===== config.mk =====
export PLATFORM = sky130hd
export DESIGN_NAME = dual_issue_fetch_buffer
export DESIGN_NICKNAME = d
export VERILOG_FILES = /design/src/rtl/dual_issue_fetch_buffer.sv
export SDC_FILE = /design/constraint.sdc
export NUM_CORES = 1
export LEC_CHECK = 0
export CORE_UTILIZATION = 45
export CTS_BUF_LIST = sky130_fd_sc_hd__clkbuf_2 sky130_fd_sc_hd__clkbuf_4 sky130_fd_sc_hd__clkbuf_8
export CTS_CLUSTER_DIAMETER = 40
export DETAILED_ROUTE_END_ITERATION = 6
export PLACE_DENSITY = 0.73
export SLEW_MARGIN = 20
export SYNTH_ARGS = -nofsm -noshare
export SYNTH_HDL_FRONTEND = slang
export SYNTH_SLANG_ARGS = --single-unit

===== constraint.sdc =====
create_clock -name clk_i -period 9.9 [get_ports clk_i]
set_input_delay 1.98 -clock clk_i [delete_from_list [all_inputs] [get_ports clk_i]]
set_output_delay 1.98 -clock clk_i [all_outputs]
set_load 0.01 [all_outputs]

===== src/rtl/dual_issue_fetch_buffer.sv =====
// Program-ordered instruction queue feeding the dual-issue decoder; presents the two oldest entries.
// Optional same-cycle empty-buffer bypass under `define DUAL_ISSUE_FETCH_BUF_BYPASS_EN.
module dual_issue_fetch_buffer #(
    parameter int els_p         = 8,
    parameter int instr_width_p = 32,
    parameter int pc_width_p    = 32
) (
    input  logic                               clk_i,
    input  logic                               reset_n_i,
    input  logic                               flush_i,
    input  logic                               enq_v_i,
    input  logic [instr_width_p-1:0]           enq_instr_i,
    input  logic [pc_width_p-1:0]              enq_pc_i,
    output logic                               enq_ready_o,
    output logic [1:0]                         deq_v_o,
    output logic [1:0][instr_width_p-1:0]      deq_instr_o,
    output logic [1:0][pc_width_p-1:0]         deq_pc_o,
    input  logic [1:0]                         deq_count_i,
    output logic [$clog2(els_p):0]             count_o
);
    localparam int AW = $clog2(els_p);
    localparam int PW = AW + 1;
    localparam logic [AW:0] CNT_ONE  = PW'(1);
    localparam logic [AW:0] CNT_TWO  = PW'(2);
    localparam logic [AW:0] CNT_FULL = PW'(els_p);

    typedef struct packed {
        logic [instr_width_p-1:0] instr;
        logic [pc_width_p-1:0]    pc;
    } entry_t;

    typedef enum logic {RUN, FLUSH} state_e;

    entry_t      mem_q [els_p];
    logic [AW:0] rptr_q, rptr_d, wptr_q, wptr_d;
    state_e      state_q, state_d;

    logic [AW-1:0] rd0_idx, rd1_idx;
    logic          full, empty, enq_fire, wr_en, bypass, clamp;
    logic [1:0]    stored_v, avail, deq_eff;

    assign count_o  = wptr_q - rptr_q;
    assign full     = (count_o == CNT_FULL);
    assign empty    = (count_o == '0);
    assign rd0_idx  = rptr_q[AW-1:0];
    assign rd1_idx  = rd0_idx + 1'b1;
    assign enq_fire = enq_v_i & enq_ready_o & ~flush_i;

`ifdef DUAL_ISSUE_FETCH_BUF_BYPASS_EN
    // enq_ready_o already implies RUN, so this is "empty in RUN with an enqueue"
    assign bypass = enq_fire & empty;
`else
    assign bypass = 1'b0;
`endif

    assign stored_v = (count_o >= CNT_TWO) ? 2'd2 : ((count_o >= CNT_ONE) ? 2'd1 : 2'd0);
    assign avail    = bypass ? 2'd1 : stored_v;
    assign clamp    = ~flush_i & (deq_count_i > avail);
    assign deq_eff  = (deq_count_i > avail) ? avail : deq_count_i;

    always_ff @(posedge clk_i or negedge reset_n_i) begin
        if (!reset_n_i) state_q <= RUN;
        else            state_q <= state_d;
    end

    always_comb begin
        state_d = state_q;
        case (state_q)
            RUN:     if (flush_i) state_d = FLUSH;
            FLUSH:   state_d = flush_i ? FLUSH : RUN;
            default: state_d = RUN;
        endcase
    end

    always_comb begin
        enq_ready_o = (state_q == RUN) && !full;
    end

    always_comb begin
        rptr_d = rptr_q;
        wptr_d = wptr_q;
        wr_en  = 1'b0;
        if (flush_i) begin
            rptr_d = wptr_q;
        end else if (bypass && deq_eff != 2'd0) begin
            // bypassed entry retired straight from the input; nothing stored
            rptr_d = rptr_q;
        end else begin
            rptr_d = rptr_q + PW'(deq_eff);
            if (enq_fire) begin
                wr_en  = 1'b1;
                wptr_d = wptr_q + CNT_ONE;
            end
        end
    end

    always_ff @(posedge clk_i or negedge reset_n_i) begin
        if (!reset_n_i) begin
            rptr_q <= '0;
            wptr_q <= '0;
        end else begin
            rptr_q <= rptr_d;
            wptr_q <= wptr_d;
        end
    end

    always_ff @(posedge clk_i) begin
        if (wr_en) mem_q[wptr_q[AW-1:0]] <= '{instr: enq_instr_i, pc: enq_pc_i};
    end

    always_comb begin
        deq_v_o        = {(count_o >= CNT_TWO), (count_o >= CNT_ONE)};
        deq_instr_o[0] = mem_q[rd0_idx].instr;
        deq_pc_o[0]    = mem_q[rd0_idx].pc;
        deq_instr_o[1] = mem_q[rd1_idx].instr;
        deq_pc_o[1]    = mem_q[rd1_idx].pc;
        if (bypass) begin
            deq_v_o        = 2'b01;
            deq_instr_o[0] = enq_instr_i;
            deq_pc_o[0]    = enq_pc_i;
        end
    end

    deq_clamp_a: assert property (@(posedge clk_i) disable iff (!reset_n_i) !clamp)
        else $warning("dual_issue_fetch_buffer: deq_count_i %0d clamped to %0d", deq_count_i, avail);

endmodule


==> impl_metrics.tcl <==
set metrics [dict create \
    setup_tns_ns 0 \
    start_util_pct 45.87 \
    nets 1500 \
    arrival_ns 4.60 \
    cellPowerDensity_mw_per_mm2 333.3 \
    dpl.hpwl_um 29870 \
    layout.cells.non_filler 2171 \
    grt_max_degree 156 \
    synthDistinctLibCells 34 \
    netlist_instances 1177 \
    synthTopCellsByArea "edfxtp_1 65%, mux4_2 24%, mux2_2 3.2%" \
    worstPathRequired_ns 7.92 \
    drv_slew 0 \
    ys_ff_latch 521 \
    synth-async-reset-ratio_pct 1.727 \
    startpoint_type "flip-flop" \
    crit_fanout 42 \
    postCtsSetupBuffers 0 \
    final_antenna_net_count 0 \
    setup_violations 0 \
    p_leak_nw 9.251 \
    place_area_mm2 0.02650 \
    maxCapViolations 0 \
    insertion_delay_ns 0.66 \
    grt_pass1_wl_um 81390 \
    cts_root_buf "clkbuf_8" \
    crit_type "reg -> out" \
    clock-sinks 521 \
    final_area_mm2 0.02831 \
    dpl.cell_count 2006 \
    cts_resized 0 \
    cts_buffers 91 \
    ctsHoldBuffers 0 \
    dr.pass1.iters 7 \
    yosysTopAreaCell "edfxtp_1" \
    yosysSeqAreaShare_pct 65.90 \
    drc 0 \
    synth_area_mm2 0.02367 \
    status "complete, no violations" \
    layout_min_cycle_time_ns 6.583 \
    synth_edf_count 512 \
    clk_pin_slew_ns 0.05 \
    max-slew-margin-rel_pct 27.94 \
    syn_avg_cell_area_um2 20.11 \
    htreeDepth 3 \
    vias 12590 \
    hold_path_class "reg -> reg" \
    boundaryPins 205 \
    ys_warn_count 0 \
    wl_per_cell_um 24.61 \
    vdd_drop_max_mv 0.3653 \
    synth_fp_nets 1258 \
    finalCritPeriodShare_pct 66.49 \
    fp.dieH_um 231.4 \
    drt_iter0_drc 885 \
    coreArea_mm2 0.05161 \
    die_w_um 231.4 \
    cts_tree "done" \
    timing.fmax_ghz 0.1519 \
    layout-drive-gt1-share_pct 34.39 \
    synth_flop_cell "edfxtp_1" \
    tightest_slew_ns 1.075 \
    portBuffers 204 \
    cts_buffer_depth 3 \
    worstSetupEndpointType "output pin" \
    hold_viol 0 \
    vias_per_cell 5.801 \
    clock_skew_ns 0.01674 \
    wl_um 53440 \
    num_rows 83 \
    grtUsageTotal_pct 20.63 \
    overflow 0 \
    grt_pass1_vias 13620 \
    dieArea_mm2 0.05353 \
    grt_antenna_before_repair 3 \
    yosysTopAreaCellShare_pct 64.94 \
    layout-area-overhead-vs-synth_pct 19.57 \
    routabilityCongestion 0.7571 \
    rsz0062_at_grt "no" \
]
==> cell usage after synthesis (4+ instances only) <==
library cell / count
xnor2_1: 5
clkbuf_1: 33
nand2_1: 196
mux2_2: 67
nor3_1: 4
ha_1: 9
edfxtp_1: 512
mux4_2: 256
dfrtp_1: 9
inv_1: 8
nor2_1: 5
buf_1: 12
buf_2: 33
==> kinds of logic (layout without fill, tap and decap cells) <==
family,Yosys count,count (layout),synth area share [%]
flops,521,521,65.90
mux,324,324,27.58
simple gates,217,217,3.636
buf+inv,86,398,1.538
fa+ha+maj,11,11,0.6448
compound gates,10,10,0.3753
xor+xnor,8,8,0.3277
other cells,0,2,0
==> worst max-delay path: stages (launching register included) <==
cell and delay [ns]:
dfrtp_4 0.73, ha_4 0.98, buf_4 0.77, mux4_2 0.60
mux2_2 0.30, clkdlybuf4s50_1 0.49
==> final cells by class <==
cell class / instances / area (um^2)
Fill cell: 3907 / 23310
Sequential cell: 521 / 15610
Multi-Input combinational cell: 570 / 7785
Timing Repair Buffer: 227 / 2227
Clock buffer: 118 / 1480
Tap cell: 680 / 850.8
Clock inverter: 45 / 319.1
Inverter: 8 / 30.03
Antenna cell: 2 / 5.005
==> sequential cells by signal, summed over array words and instances, names as in the netlist <==
| name | flops |
|---|---|
| state_q | 1 |
| wptr_q | 4 |
| mem_q | 512 |
| rptr_q | 4 |
==> routing by layer <==
layer | GRT usage, % | share of wire, %
met1 | 26.21 | 40
met3 | 3.900 | 5.9
met5 | 0 | 0.024
met4 | 8.050 | 2.7
met2 | 35.10 | 52
==> report_power, final <==
group | internal, mW | switching, mW | total (mW)
Combinational | 2.66 | 2.17 | 4.82
Clock | 1.06 | 0.859 | 1.92
Sequential | 2.55 | 0.145 | 2.69
Total | 6.27 | 3.17 | 9.44
==> through the flow <==
step	hold slack (ns)	power, mW	setup WS, ns	utilization, %
2_1_floorplan	0.5180	5.764	1.923	-
3_3_place_gp	0.5632	7.592	3.899	51.33
3_5_place_dp	0.5722	7.622	3.876	51.33
4_1_cts	0.5806	9.567	3.140	54.82
5_1_grt	0.6192	9.929	2.967	54.84
6_report	0.5829	9.435	3.317	54.84
==> cells in the final DEF, fill, tap and decap left out, types with 4 or more instances in the layout <==
cell / n
nor3_2: 5
nor2_1: 4
clkdlybuf4s50_1: 204
clkbuf_8: 95
xnor2_1: 5
dfrtp_1: 6
ha_1: 8
buf_4: 22
nand2_1: 196
clkinv_1: 15
clkinv_2: 15
clkinvlp_4: 8
mux2_2: 67
mux4_2: 256
clkbuf_4: 23
edfxtp_1: 512
inv_1: 7
==> final timing paths <==
check / startpoint / to / slack [ns] / cells past startpoint
worst min register to register: wptr_q[3] / wptr_q[3] / 0.58 / 2
max in group asynchronous: reset_n_i / rptr_q[0] / 7.92 / 1
min in group asynchronous: reset_n_i / wptr_q[1] / 1.64 / 1
worst max-delay path: rptr_q[0] / deq_pc_o[46] / 3.32 / 5
worst max register to register: rptr_q[2] / mem_q[0][13] / 4.83 / 8
worst min-delay path: wptr_q[3] / wptr_q[3] / 0.58 / 2
No activity file was read; power rests on OpenSTA's default activity.
